### config.mk
export PLATFORM = sky130hd
export DESIGN_NAME = reg_bank_writer
export DESIGN_NICKNAME = d
export VERILOG_FILES = /design/src/rtl/reg_bank_pkg.sv /design/src/rtl/reg_bank_writer_wr_decoder.sv /design/src/rtl/reg_bank_writer.sv
export SDC_FILE = /design/constraint.sdc
export NUM_CORES = 1
export LEC_CHECK = 0
export ABC_AREA = 1
export BUFFER_PORTS_ARGS = -buffer_cell sky130_fd_sc_hd__buf_2
export CAP_MARGIN = 15
export CORE_MARGIN = 2
export CORE_UTILIZATION = 30
export CTS_CLUSTER_DIAMETER = 40
export DETAILED_ROUTE_END_ITERATION = 12
export HOLD_SLACK_MARGIN = 0.02
export SLEW_MARGIN = 20
export SYNTH_ARGS = -nofsm -noshare
export SYNTH_HDL_FRONTEND = slang
export SYNTH_SLANG_ARGS = --single-unit
### constraint.sdc
create_clock -name clk -period 3.7 [get_ports clk]
set_input_delay 0.74 -clock clk [delete_from_list [all_inputs] [get_ports clk]]
set_output_delay 0.74 -clock clk [all_outputs]
set_load 0.01 [all_outputs]
### src/rtl/reg_bank_pkg.sv
// Shared constants and types for the 16 x 32-bit register bank write side.
package reg_bank_pkg;
  localparam int DATA_W = 32;
  localparam int ADDR_W = 4;
  localparam int NREGS  = 16;

  typedef enum logic {
    ST_IDLE  = 1'b0,
    ST_CLEAR = 1'b1
  } state_t;

  typedef logic [NREGS-1:0][DATA_W-1:0] reg_arr_t;
endpackage

### src/rtl/reg_bank_writer_wr_decoder.sv
// Enable-gated one-hot decoder from a register index to per-register strobes.
module wr_decoder
  import reg_bank_pkg::*;
(
  input  logic              en,
  input  logic [ADDR_W-1:0] sel,
  output logic [NREGS-1:0]  onehot
);

  always_comb begin
    onehot = '0;
    if (en) onehot[sel] = 1'b1;
  end

endmodule

### src/rtl/reg_bank_writer.sv
// Write side of the 16 x 32-bit register bank: handshaked single writes plus a
// sequenced one-register-per-cycle bulk clear. Optional macro R0_ZERO_EN pins r0 to 0.
module reg_bank_writer
  import reg_bank_pkg::*;
(
  input  logic              clk,
  input  logic              rst_n,
  input  logic              wr_valid,
  output logic              wr_ready,
  input  logic [ADDR_W-1:0] wr_sel,
  input  logic [DATA_W-1:0] wr_data,
  output logic              wr_ack,
  input  logic              clr_req,
  output logic              clr_busy,
  output logic [DATA_W-1:0] r0,
  output logic [DATA_W-1:0] r1,
  output logic [DATA_W-1:0] r2,
  output logic [DATA_W-1:0] r3,
  output logic [DATA_W-1:0] r4,
  output logic [DATA_W-1:0] r5,
  output logic [DATA_W-1:0] r6,
  output logic [DATA_W-1:0] r7,
  output logic [DATA_W-1:0] r8,
  output logic [DATA_W-1:0] r9,
  output logic [DATA_W-1:0] r10,
  output logic [DATA_W-1:0] r11,
  output logic [DATA_W-1:0] r12,
  output logic [DATA_W-1:0] r13,
  output logic [DATA_W-1:0] r14,
  output logic [DATA_W-1:0] r15
);

  state_t            state_q, state_d;
  logic [ADDR_W-1:0] cnt_q, cnt_d;
  logic              ack_q, ack_d;
  reg_arr_t          regs_q, regs_d;

  logic              accept;
  logic              clr_active;
  logic [NREGS-1:0]  wr_en;
  logic [NREGS-1:0]  clr_en;

  assign accept     = wr_valid && wr_ready;
  assign clr_active = (state_q == ST_CLEAR);

  wr_decoder u_wr_dec (
    .en     (accept),
    .sel    (wr_sel),
    .onehot (wr_en)
  );

  wr_decoder u_clr_dec (
    .en     (clr_active),
    .sel    (cnt_q),
    .onehot (clr_en)
  );

  always_ff @(posedge clk) begin
    if (!rst_n) begin
      state_q <= ST_IDLE;
      cnt_q   <= '0;
      ack_q   <= 1'b0;
      regs_q  <= '0;
    end else begin
      state_q <= state_d;
      cnt_q   <= cnt_d;
      ack_q   <= ack_d;
      regs_q  <= regs_d;
    end
  end

  // Counter wraps 15 -> 0 on the same edge that leaves ST_CLEAR.
  always_comb begin
    state_d = state_q;
    cnt_d   = '0;
    case (state_q)
      ST_IDLE: begin
        if (clr_req) state_d = ST_CLEAR;
      end
      ST_CLEAR: begin
        cnt_d = cnt_q + 1'b1;
        if (cnt_q == ADDR_W'(NREGS - 1)) state_d = ST_IDLE;
      end
      default: state_d = ST_IDLE;
    endcase
  end

  // wr_ready is qualified by rst_n so no write can slip in while reset is held.
  always_comb begin
    wr_ready = rst_n && (state_q == ST_IDLE);
    clr_busy = clr_active;
    ack_d    = accept;
  end

  always_comb begin
    regs_d = regs_q;
    for (int i = 0; i < NREGS; i++) begin
      if (clr_en[i])     regs_d[i] = '0;
      else if (wr_en[i]) regs_d[i] = wr_data;
    end
`ifdef R0_ZERO_EN
    regs_d[0] = '0;
`endif
  end

  assign wr_ack = ack_q;

  assign r0  = regs_q[0];
  assign r1  = regs_q[1];
  assign r2  = regs_q[2];
  assign r3  = regs_q[3];
  assign r4  = regs_q[4];
  assign r5  = regs_q[5];
  assign r6  = regs_q[6];
  assign r7  = regs_q[7];
  assign r8  = regs_q[8];
  assign r9  = regs_q[9];
  assign r10 = regs_q[10];
  assign r11 = regs_q[11];
  assign r12 = regs_q[12];
  assign r13 = regs_q[13];
  assign r14 = regs_q[14];
  assign r15 = regs_q[15];

endmodule

==> parameters.txt <==
Parameter                              Value

Worst setup path
  Cell occurring most often along the worst timing path ... sky130_fd_sc_hd__nor2_1
  Required time of the worst setup path ... 4.27 ns
  Largest delay share family, worst path ... simple AND/OR/NAND/NOR gates
  Total buffers and inverters traversed by the critical path ... 2
  Series of cell instances along the critical path ... inv_2, nand3_2, buf_4, nor2_4, nor2_1, nor2_1
  Max stage delay on crit path ... 0.72 ns
  Kind of start point of the critical path ... flip-flop
  Maximum fanout along the worst path ... 32
  Worst setup path class ... flip-flop to flip-flop
  Crit path capture type ... flip-flop
  Crit path max-delay cell type ... sky130_fd_sc_hd__nor2_4
  Signal arrival time at the worst endpoint ... 2.93 ns

Cells and area
  Multi-input logic area ... 0.009120 mm²
  Synthesis-to-layout area growth ... 34.04%
  Fraction of final layout cells sized beyond drive strength 1 ... between 20% and 30%
  Number of fill cells in the layout ... 6948
  Nets ... approximately 3500
  Register Area ... 0.01037 mm²

STA
  Period utilization ... 63.90%
  Pin slew with the least headroom to its limit ... 1.169 ns
  Final-layout setup total negative slack ... 0 ns
  Number of endpoints with negative hold slack in the final report ... 0
  Final critical-path setup slack ... 1.336 ns
  RSZ-0062 raised after global routing ... false
  Achievable frequency ... 423.0 MHz
  Clock skew ... 0.03092 ns
  Fin. max-slew vios ... 0
  Min Clock Period, post-route ... 2.364 ns
  Worst relative slew slack ... a little over a fifth
  Final-report setup violation count ... 0

Floorplan
  Core outline area ... between 0.06 and 0.07 mm²
  Total die area ... 0.07022 mm²
  Die width ... 265.0 µm
  DIE HEIGHT ... 265.0 µm
  Top Ports ... 555
  Number of placement rows ... 95
  Initial cell density of the core ... 30.38%

Synth
  Top_reg_cell synth ... sky130_fd_sc_hd__dfxtp_1
  Most frequent cell after synthesis ... sky130_fd_sc_hd__nor2_1
  Number of cells produced by synthesis ... approximately 3000
  Mean instance size in the synthesized netlist ... 6.923 µm²
  Yosys top cell by area ... sky130_fd_sc_hd__dfxtp_1
  Total number of yosys warnings ... 0
  Number of enable flip-flop cells after synthesis ... 0
  Fraction of synthesized cell area taken by the top area cell type ... between 50% and 60%
  Post-synthesis async set-or-reset flop share ... 0%
  Unique cell type count in the Yosys netlist ... 18
  Post-Syn Nets ... between 2000 and 3000
  Yosys reg bits ... about 520
  Synth area leaders ... sky130_fd_sc_hd__dfxtp_1, sky130_fd_sc_hd__nor2_1, sky130_fd_sc_hd__nand3_1, sky130_fd_sc_hd__nand2_1, sky130_fd_sc_hd__buf_2
  Post-Synthesis Cell Area ... 0.02044 mm²
  Commonest cells post-synth ... sky130_fd_sc_hd__nor2_1, sky130_fd_sc_hd__nand2_1, sky130_fd_sc_hd__dfxtp_1
  Share of the yosys chip area belonging to registers ... between 50% and 60%

Global routing
  Vias in the first global route ... 18663
  Initial antenna violation count ... 4
  Pin count of the biggest net entering global routing ... approximately 110
  First-pass GRT wire length ... 123900 µm
  Overall global routing resource usage ... 23.52%
  GR Overflow Total ... 0

Clock tree
  Hold Buf Count CTS ... 0
  Clock tree from TritonCTS ... yes
  Skew-Pair Late Insertion Delay ... 0.66 ns
  # Post-CTS Setup Buffers ... 0
  Number of H-tree levels ... 3
  Maximum buffer depth of the clock tree ... 3
  Worst-path clk slew ... 0.05 ns
  Resize count post-CTS ... 0
  Library cell used as clock root buffer ... sky130_fd_sc_hd__clkbuf_16
  Sink Count ... about 520
  Num CTS Buffers ... 95

Placement
  HPWL after detailed placement ... 56380 µm
  Weighted congestion reported at the end of routability-driven placement ... between 0.7 and 0.8
  Count of input and output buffers ... between 500 and 600
  Post-Place Setup Slack ... roughly 0.94 ns

Pwr
  Pwr dens ... roughly 580 mW/mm²
  Leak pwr ... 12.73 nW
  Worst voltage drop across the vdd grid ... 0.0003478 V

Drt
  DRT met1 WL ... roughly 36000 µm
  Sum of met3 wire segment lengths after detailed routing ... 6920 µm
  DRC violations left ... 0
  Detailed-route vias per instance ... 4.786
  Number of detailed-routing iterations run before antenna repair ... 5
  DR iter-0 viols ... 1760
  Number of vias in the routed layout ... 20912
  Routed WL per cell ... about 20 µm
  WL final ... ~86000 µm
  Wire length on met2 ... 39930 µm
  Residual antenna-violating net count after detailed routing ... 0
  Highest routed metal layer ... met5

Flow run
  Number of maximum-capacitance violations ... 0

Worst hold path
  Worst hold path class ... input port to flip-flop

Run status
  Outcome ... completed
==> worst reg2reg max path: stages (launching register included) <==
cell                      delay [ns]
sky130_fd_sc_hd__dfxtp_1        0.42
sky130_fd_sc_hd__inv_2          0.11
sky130_fd_sc_hd__nand3_2        0.39
sky130_fd_sc_hd__buf_4          0.39
sky130_fd_sc_hd__nor2_4         0.72
sky130_fd_sc_hd__nor2_1         0.10
sky130_fd_sc_hd__nor2_1         0.14
==> area by class of cell <==
class,instances,area share (%)
sequential,518,37.86
multi-input combinational,2147,33.30
timing repair buffer,598,11.65
clock buffer,100,8.971
tap,873,3.988
clock inverter,78,3.472
inverter,52,0.7400
antenna,3,0.02741
==> placed cells by master, fill, tap and decap left out <==
cell type	instances
sky130_fd_sc_hd__clkinv_16	1
sky130_fd_sc_hd__nand3_1	481
sky130_fd_sc_hd__buf_4	37
sky130_fd_sc_hd__dfxtp_1	518
sky130_fd_sc_hd__clkinv_8	1
sky130_fd_sc_hd__inv_16	5
sky130_fd_sc_hd__nand2_1	575
sky130_fd_sc_hd__inv_2	4
sky130_fd_sc_hd__inv_1	47
sky130_fd_sc_hd__nor2_2	12
sky130_fd_sc_hd__nand4_1	1
sky130_fd_sc_hd__nor2_1	1004
sky130_fd_sc_hd__ha_1	4
sky130_fd_sc_hd__buf_12	7
sky130_fd_sc_hd__inv_6	13
sky130_fd_sc_hd__o21a_1	1
sky130_fd_sc_hd__clkinv_4	12
sky130_fd_sc_hd__a21oi_4	16
sky130_fd_sc_hd__inv_8	7
sky130_fd_sc_hd__bufinv_16	11
sky130_fd_sc_hd__clkbuf_8	4
sky130_fd_sc_hd__clkbuf_16	96
sky130_fd_sc_hd__clkinv_2	12
sky130_fd_sc_hd__nor2_4	18
sky130_fd_sc_hd__a21oi_1	33
sky130_fd_sc_hd__diode_2	3
sky130_fd_sc_hd__clkinvlp_4	17
sky130_fd_sc_hd__buf_2	554
sky130_fd_sc_hd__nand3_2	1
sky130_fd_sc_hd__xnor2_1	1
==> routing by layer <==
metal,global-route usage (%),vias to the layer above
li1,-,10182
met1,29.80,9740
met2,37.99,823
met3,5.769,165
met5,0,-
met4,10.18,2
==> path summary, 6_finish.rpt <==
kind | startpoint | to | slack (ns) | cells past startpoint
setup / recovery | clr_busy$_SDFF_PN0_ | r1[17]$_SDFFE_PP0P_ | 1.34 | 6
hold / removal | clr_req | clr_busy$_SDFF_PN0_ | 0.29 | 2
setup reg to reg | clr_busy$_SDFF_PN0_ | r1[17]$_SDFFE_PP0P_ | 1.34 | 6
hold reg to reg | r15[26]$_SDFFE_PP0P_ | r15[26]$_SDFFE_PP0P_ | 0.47 | 2
==> cells by family after synthesis <==
| kind of cell | Yosys count | share of synthesized area [%] |
|---|---|---|
| compound gates | 50 | 1.329 |
| xor+xnor | 1 | 0.04287 |
| fa+ha+maj | 4 | 0.2449 |
| buf+inv | 287 | 6.080 |
| flops | 518 | 50.74 |
| simple gates | 2092 | 41.56 |
==> through the flow <==
step           cell area (µm²)  utilization [%]  instances  power [mW]  hold slack, ns
6_report                 27390            40.71       4369       15.75          0.2858
5_1_grt                  27390            40.71       4367       16.19          0.2734
4_1_cts                  27380            40.70       4366       15.86          0.2508
3_5_place_dp             23980            35.64       4188       6.694          0.4620
3_3_place_gp             23980            35.64       4188       6.693          0.4557
2_1_floorplan            20440                -       2952       6.316          0.4564
==> power breakdown <==
part	internal (mW)	switching (mW)	total [mW]
sequential	5.64	0.0317	5.67
clock	5.75	3.42	9.17
combinational	0.218	0.691	0.910
total	11.6	4.15	15.8
Note: power is estimated with default switching activity, not from simulation.
